--- config.mk ---
export PLATFORM = sky130hd
export DESIGN_NAME = audio_capture_ctrl
export DESIGN_NICKNAME = d
export VERILOG_FILES = /design/src/rtl/audio_capture_ctrl_pkg.sv /design/src/rtl/audio_capture_ctrl_trig_det.sv /design/src/rtl/audio_capture_ctrl.sv
export SDC_FILE = /design/constraint.sdc
export NUM_CORES = 1
export LEC_CHECK = 0
export BUFFER_PORTS_ARGS = -buffer_cell sky130_fd_sc_hd__buf_2
export CAP_MARGIN = 10
export CELL_PAD_IN_SITES_DETAIL_PLACEMENT = 1
export CELL_PAD_IN_SITES_GLOBAL_PLACEMENT = 1
export CORE_ASPECT_RATIO = 1.25
export CORE_UTILIZATION = 37
export DETAILED_ROUTE_END_ITERATION = 10
export PLACE_DENSITY_LB_ADDON = 0.15
export SLEW_MARGIN = 30
export SYNTH_ARGS = -nofsm -noshare
export SYNTH_HDL_FRONTEND = slang
export SYNTH_SLANG_ARGS = --single-unit
--- constraint.sdc ---
create_clock -name CLK -period 2.1 [get_ports CLK]
set_input_delay 0.21 -clock CLK [delete_from_list [all_inputs] [get_ports CLK]]
set_output_delay 0.21 -clock CLK [all_outputs]
set_load 0.02 [all_outputs]
--- src/rtl/audio_capture_ctrl_pkg.sv ---
// -----------------------------------------------------------------------------
// audio_capture_ctrl_pkg
// Purpose: shared definitions for the audio capture sequencer slice. Holds the
//          capture state encoding, the sample width, the default geometry of
//          the 4-bank sample buffer, and a helper that says whether a state
//          writes incoming samples into the buffer.
// Ports:   none (package)
// -----------------------------------------------------------------------------
package audio_capture_ctrl_pkg;

  localparam int SAMPLE_W         = 18;
  localparam int DEF_ABIT         = 12;
  localparam int DEF_PRE_SAMPLES  = 4096;
  localparam int DEF_POST_SAMPLES = 8192;
  localparam int DEF_RD_OFS       = 402;

  // The encoding is visible on the STATE status port, so the values are fixed.
  typedef enum logic [2:0] {
    ST_IDLE   = 3'd0,
    ST_RUN    = 3'd1,
    ST_ARMED  = 3'd2,
    ST_POST   = 3'd3,
    ST_FROZEN = 3'd4
  } cap_state_t;

  // RUN, ARMED and POST all stream samples into the buffer.
  function automatic logic is_writing(input cap_state_t s);
    return (s == ST_RUN) || (s == ST_ARMED) || (s == ST_POST);
  endfunction

endpackage

--- src/rtl/audio_capture_ctrl_trig_det.sv ---
// -----------------------------------------------------------------------------
// audio_trig_det
// Purpose: rising-edge trigger detector for the capture sequencer. Remembers
//          the previously written sample and flags a sample that crosses the
//          threshold from below, but only once enough pre-trigger history has
//          been captured.
// Ports:
//   clk         in  1         system clock
//   rst         in  1         synchronous reset, active-high (prev_sample -> 0)
//   sample_stb  in  1         a sample is being written this cycle
//   sample      in  SAMPLE_W  signed sample value
//   trig_level  in  SAMPLE_W  signed threshold
//   pre_ok      in  1         pre-trigger history is complete
//   hit         out 1         qualified rising crossing on this sample
// -----------------------------------------------------------------------------
module audio_trig_det
  import audio_capture_ctrl_pkg::*;
(
  input  logic                clk,
  input  logic                rst,
  input  logic                sample_stb,
  input  logic [SAMPLE_W-1:0] sample,
  input  logic [SAMPLE_W-1:0] trig_level,
  input  logic                pre_ok,
  output logic                hit
);

  logic [SAMPLE_W-1:0] prev_sample;
  logic                crossing;

  // Only samples that actually land in the buffer become the history used for
  // the crossing test, so idle/frozen strobes never fake an edge.
  always_ff @(posedge clk) begin
    if (rst) begin
      prev_sample <= '0;
    end else if (sample_stb) begin
      prev_sample <= sample;
    end
  end

  // Samples are two's complement, so the comparison must be signed.
  always_comb begin
    crossing = ($signed(prev_sample) < $signed(trig_level)) &&
               ($signed(sample) >= $signed(trig_level));
    hit      = sample_stb && crossing && pre_ok;
  end

endmodule

--- src/rtl/audio_capture_ctrl.sv ---
// -----------------------------------------------------------------------------
// audio_capture_ctrl
// Purpose: sequences the 4-bank audio sample buffer feeding the spectrogram
//          datapath. Owns the write pointer (low 2 bits = bank), runs the
//          run/armed/post-trigger/frozen capture modes, and generates the
//          display read address from a frame-latched base so the picture never
//          tears mid-frame.
// Ports:
//   CLK          in  1       system clock
//   RST          in  1       synchronous reset, active-high
//   AUDIO        in  18      signed sample, valid with AUDIORDY
//   AUDIORDY     in  1       one-cycle sample strobe
//   RUN_REQ      in  1       capture enable level
//   TRIG_EN      in  1       1 = triggered capture, 0 = free run
//   TRIG_LEVEL   in  18      signed trigger threshold
//   FRAME_START  in  1       end-of-frame strobe, latches the read base
//   LINE_START   in  1       line read start strobe, reloads RD_ADR
//   WR_EN        out 1       buffer write strobe
//   WR_BANK      out 2       bank select for the write
//   WR_ADR       out ABIT    per-bank write address
//   WR_DATA      out 18      sample to write
//   RD_ADR       out ABIT    per-bank display read address
//   TRIG_POS     out ABIT+2  write pointer of the trigger sample
//   STATE        out 3       current capture state
// -----------------------------------------------------------------------------
module audio_capture_ctrl
  import audio_capture_ctrl_pkg::*;
#(
  parameter int ABIT         = DEF_ABIT,
  parameter int PRE_SAMPLES  = DEF_PRE_SAMPLES,
  parameter int POST_SAMPLES = DEF_POST_SAMPLES,
  parameter int RD_OFS       = DEF_RD_OFS
) (
  input  logic                CLK,
  input  logic                RST,
  input  logic [SAMPLE_W-1:0] AUDIO,
  input  logic                AUDIORDY,
  input  logic                RUN_REQ,
  input  logic                TRIG_EN,
  input  logic [SAMPLE_W-1:0] TRIG_LEVEL,
  input  logic                FRAME_START,
  input  logic                LINE_START,
  output logic                WR_EN,
  output logic [1:0]          WR_BANK,
  output logic [ABIT-1:0]     WR_ADR,
  output logic [SAMPLE_W-1:0] WR_DATA,
  output logic [ABIT-1:0]     RD_ADR,
  output logic [ABIT+1:0]     TRIG_POS,
  output logic [2:0]          STATE
);

  localparam int PRE_W  = $clog2(PRE_SAMPLES + 1);
  localparam int POST_W = $clog2(POST_SAMPLES + 1);

  localparam logic [PRE_W-1:0]  PRE_MAX    = PRE_W'(PRE_SAMPLES);
  localparam logic [POST_W-1:0] POST_MAX   = POST_W'(POST_SAMPLES);
  localparam logic [POST_W-1:0] POST_LAST  = POST_W'(1);
  localparam logic [ABIT-1:0]   RD_OFS_VAL = ABIT'(RD_OFS);

  cap_state_t          state;
  cap_state_t          state_next;
  logic [ABIT+1:0]     wr_ptr;
  logic [ABIT-1:0]     frame_base;
  logic [PRE_W-1:0]    pre_cnt;
  logic [POST_W-1:0]   post_cnt;
  logic                wr_stb;
  logic                pre_ok;
  logic                det_hit;
  logic                trig_fire;

  // A strobe is written whenever the current state is a writing state, even
  // if the FSM is leaving that state on this same edge: the in-flight sample
  // always lands, and nothing after it does.
  assign wr_stb = AUDIORDY && is_writing(state);
  assign pre_ok = (pre_cnt == PRE_MAX);
  assign STATE  = state;

  audio_trig_det u_trig_det (
    .clk        (CLK),
    .rst        (RST),
    .sample_stb (wr_stb),
    .sample     (AUDIO),
    .trig_level (TRIG_LEVEL),
    .pre_ok     (pre_ok),
    .hit        (det_hit)
  );

  // State register.
  always_ff @(posedge CLK) begin
    if (RST) begin
      state <= ST_IDLE;
    end else begin
      state <= state_next;
    end
  end

  // Next-state logic. Dropping RUN_REQ wins over everything, including a
  // trigger on the same sample, so a stop request can never start a POST.
  always_comb begin
    state_next = state;
    trig_fire  = 1'b0;
    if (!RUN_REQ) begin
      state_next = ST_IDLE;
    end else begin
      case (state)
        ST_IDLE:   state_next = TRIG_EN ? ST_ARMED : ST_RUN;
        ST_RUN:    if (TRIG_EN) state_next = ST_ARMED;
        ST_ARMED: begin
          if (!TRIG_EN) begin
            state_next = ST_RUN;
          end else if (det_hit) begin
            state_next = ST_POST;
            trig_fire  = 1'b1;
          end
        end
        ST_POST:   if (AUDIORDY && (post_cnt == POST_LAST)) state_next = ST_FROZEN;
        ST_FROZEN: state_next = ST_FROZEN;
        default:   state_next = ST_IDLE;
      endcase
    end
  end

  // Write path: the sample is registered out one cycle after its strobe with
  // the pre-increment pointer, and the pointer advances on the same edge.
  always_ff @(posedge CLK) begin
    if (RST) begin
      WR_EN   <= 1'b0;
      WR_BANK <= '0;
      WR_ADR  <= '0;
      WR_DATA <= '0;
      wr_ptr  <= '0;
    end else begin
      WR_EN <= wr_stb;
      if (wr_stb) begin
        WR_DATA <= AUDIO;
        WR_BANK <= wr_ptr[1:0];
        WR_ADR  <= wr_ptr[ABIT+1:2];
        wr_ptr  <= wr_ptr + 1'b1;
      end
    end
  end

  // Trigger bookkeeping. pre_cnt restarts on every entry into ARMED so each
  // arming needs fresh history; the trigger sample itself is not part of the
  // post-trigger count, which only counts the POST writes after it.
  always_ff @(posedge CLK) begin
    if (RST) begin
      pre_cnt  <= '0;
      post_cnt <= '0;
      TRIG_POS <= '0;
    end else begin
      if ((state_next == ST_ARMED) && (state != ST_ARMED)) begin
        pre_cnt <= '0;
      end else if ((state == ST_ARMED) && wr_stb && !pre_ok) begin
        pre_cnt <= pre_cnt + 1'b1;
      end

      if (trig_fire) begin
        post_cnt <= POST_MAX;
        TRIG_POS <= wr_ptr;
      end else if ((state == ST_POST) && wr_stb && (post_cnt != '0)) begin
        post_cnt <= post_cnt - 1'b1;
      end
    end
  end

  // Display read side. frame_base samples the pre-increment pointer, and a
  // line start coincident with a frame start still uses the old base, so a
  // line is always read against the frame it started in.
  always_ff @(posedge CLK) begin
    if (RST) begin
      frame_base <= '0;
      RD_ADR     <= '0;
    end else begin
      if (FRAME_START) begin
        frame_base <= wr_ptr[ABIT+1:2];
      end
      if (LINE_START) begin
        RD_ADR <= frame_base + RD_OFS_VAL;
      end else begin
        RD_ADR <= RD_ADR + 1'b1;
      end
    end
  end

endmodule

==> results.yml <==
critical_path:
  crit_chain: "ha_4, a211o_1, a21oi_2, o41ai_2, a221o_1, mux2_4, buf_12, o21ai_1, a21oi_1"
  timing.rr.end: "TRIG_POS[4]"
  crit_buf_inv: 1
  cp_slowest_stage_delay_ps: 370
  required_ps: 2380
  cp_data_arrival_time_ps: 2580
  end_kind: "flop"
  timing_worst_setup_path_type: "flop to flop"
  cp_num_cells: 9
  startpoint_type: "flop"
  critPathMaxFanout: 10
  critPathSlowestCell: "mux2_4"
  r2r_slack_ps: -200
  crit_family: "compound AO/OA/AOI/OAI gates"
  timing.rr.start: "WR_DATA[7]"
  ff2ff_path_depth: 9
synthesis:
  yosysUniqueCellTypes: 54
  synth_nets: 761
  ys_seq_area_share_pct: 40.5
  yosysWarnings: 0
  synthArstFlopShare_pct: 0
  ys_ff_latch: 115
  avgSynthCellArea_um2: 8.41
  synth_edf_count: 0
  syn-cell-area_um2: 5690
  synth_ff_type: "dfxtp_1"
  synthCells: 676
detailed_routing:
  vias_per_cell: 5.23
  vias: 5328
  drt-total-wl_mm: 16.8
  ant_nets: 0
  avgRoutedWirePerCell_um: 16.5
  dr.pass1.iters: 4
  drc_errors: 0
  drt_iter0_drc: 218
global_route:
  grtUsageMet3_pct: 4.99
  globalRoute.totalOverflow: 0
  grtUsageTotal_pct: 22.7
  grtUsageMet1_pct: 24.6
  antenna_found_initial: 0
  grt_max_degree: 45
  grt_pass1_wl_mm: 28.3
  grt_pass1_vias: 5771
  grt_busiest_layer: "met2"
  use_met2_pct: 42.2
power_and_ir_drop:
  vdd_drop_max_mv: 0.390
  p_leak_nw: 3.31
  powerDensity_nw_per_um2: 808
  p_total_mw: 6.14
run_status:
  violations: "setup timing"
  status: "finished with violations"
die:
  start_util_pct: 37.9
  core_area_um2: 15000
  die_h_um: 141
  fp.dieW_um: 113
  io_pins: 105
  rows: 50
  fp.dieArea_um2: 15900
clock_tree:
  clockRootBuffer: "clkbuf_16"
  htreeDepth: 4
  cts-buffers-inserted: 17
  clk_path_buf_depth: 2
  clkLatencyLatePin_ps: 420
  clk_pin_slew_worst_paths_ps: 60
  cts_hold_buffers: 0
  cts_sinks: 115
  tritoncts: "built"
placement:
  dp_hpwl_mm: 12.4
  dp_slack_ps: -242
  port_buffers: 104
  gp_congestion: 0.784
timing:
  post-route-worst-setup-slack_ps: -195
  finClkSkew_ps: 9.65
  setup_violations: 29
  worst_slew_pin_slew_ps: 888
  max_slew_margin_pct: 40.8
  fmax_mhz: 436
  fin_crit_sh_pct: 109
  slew_viol_final: 0
  rsz0062_at_grt: "true"
  min_period_ps: 2300
  finalHoldViolCount: 0
layout:
  drive_above_1_share_pct: 27.5
  area_growth_pct: 33.5
  fin_util_pct: 50.6
  antennaDiodeCount: 0
  nNetsFinal: 909
min_path:
  min-delay-start: "AUDIO[0]"
  hp-class: "primary input to flop"
  hold_end: "WR_DATA[0]"
  min_delay_path_depth: 3
job:
  maxCapViolCount: 0
==> worst reg2reg max path, stage by stage (launching register included) <==
cell	delay (ps)
dfxtp_4	350
ha_4	230
a211o_1	260
a21oi_2	140
o41ai_2	90
a221o_1	350
mux2_4	370
buf_12	160
o21ai_1	120
a21oi_1	80
==> cell usage in the layout (no fill, tap or decap), types with 22 or more instances in the layout <==
| master | n |
|---|---|
| nand2_1 | 85 |
| dfxtp_1 | 110 |
| nor2_1 | 76 |
| inv_1 | 28 |
| xnor2_1 | 27 |
| nand4_1 | 27 |
| nand3_1 | 22 |
| buf_4 | 54 |
| a21oi_1 | 67 |
| buf_2 | 104 |
| ha_1 | 39 |
| xor2_1 | 25 |
==> area by class of cell <==
type                    instances  area, um2
clock buffers                  22        505
clock inverters                10        189
fillers                      1811       7420
inverters                      28        105
multi-input cells             499       3230
flip-flops and latches        115       2310
well taps                     182        228
repair buffers                163       1030
==> synth_stat cells (all sizes together), types with 4 or more instances <==
| library cell | instances | area (um2) |
|---|---|---|
| dfxtp | 115 | 2300 |
| nand2 | 85 | 319 |
| nor2 | 78 | 300 |
| a21oi | 71 | 359 |
| ha | 42 | 526 |
| clkbuf | 29 | 110 |
| inv | 28 | 105 |
| xnor2 | 28 | 253 |
| nand4 | 27 | 169 |
| xor2 | 25 | 219 |
| nand3 | 22 | 110 |
| o21ai | 22 | 114 |
| nor3 | 19 | 105 |
| mux2i | 14 | 153 |
| a211oi | 10 | 75.1 |
| and3 | 10 | 62.6 |
| buf | 5 | 41.3 |
| nor2b | 5 | 33.8 |
| a31oi | 4 | 31.3 |
==> how the worst max path moves through the flow <==
stage | start | to | slack, ps
2_1_floorplan | WR_DATA[7] | TRIG_POS[10] | -90
3_3_place_gp | TRIG_LEVEL[7] | post_cnt[5] | -180
3_5_place_dp | TRIG_LEVEL[7] | TRIG_POS[10] | -240
4_1_cts | WR_DATA[9] | TRIG_POS[8] | -190
5_1_grt | WR_DATA[7] | TRIG_POS[7] | -290
6_report | WR_DATA[7] | TRIG_POS[4] | -200
==> where the power goes <==
| group | total, mW | switching [mW] | internal [mW] |
|---|---|---|---|
| registers | 2.24 | 0.0278 | 2.21 |
| logic | 0.521 | 0.300 | 0.221 |
| clock network | 3.37 | 1.06 | 2.31 |
| total | 6.14 | 1.39 | 4.75 |
==> stage by stage <==
stage / TNS (ps) / instances / instance area, um2 / hold slack [ps]
global placement: -4830 / 986 / 6830 / 444
CTS: -4900 / 1018 / 7550 / 23.0
global route: -7430 / 1019 / 7590 / 33.1
detailed placement: -5830 / 986 / 6830 / 445
finish: -4710 / 1019 / 7590 / 41.2
floorplan: -1860 / 676 / 5740 / 336
==> flip-flops by register name, indices dropped and copies added, names as in the netlist <==
name / cells
wr_ptr: 14
RD_ADR: 12
WR_DATA: 18
frame_base: 12
WR_EN: 1
STATE: 3
WR_ADR: 12
WR_BANK: 2
TRIG_POS: 14
post_cnt: 14
pre_cnt: 13
==> cells by family (layout without fill, tap and decap cells) <==
family          count (synthesis)  after routing  synth area share [%]
simple gates                  265            265                  21.9
mux                            15             15                  2.95
xor+xnor                       53             53                  8.29
buf+inv                        62            223                  4.51
compound gates                124            124                  12.7
flops                         115            115                  40.5
fa+ha+maj                      42             42                  9.24
==> routing by layer <==
layer | part of all wire, % | routed length (um)
met3 | 3.4 | 568
met1 | 42 | 6990
met4 | 2.3 | 390
met5 | 0 | 0
met2 | 53 | 8880
==> repair_timing <==
item / 4_1_cts / 5_1_grt
setup endpoints to repair: 29 / 32
pin swaps: 0 / 6
buffers inserted: 0 / 1
gates resized for setup: 5 / 7
Note: power is estimated with default switching activity, not from simulation.
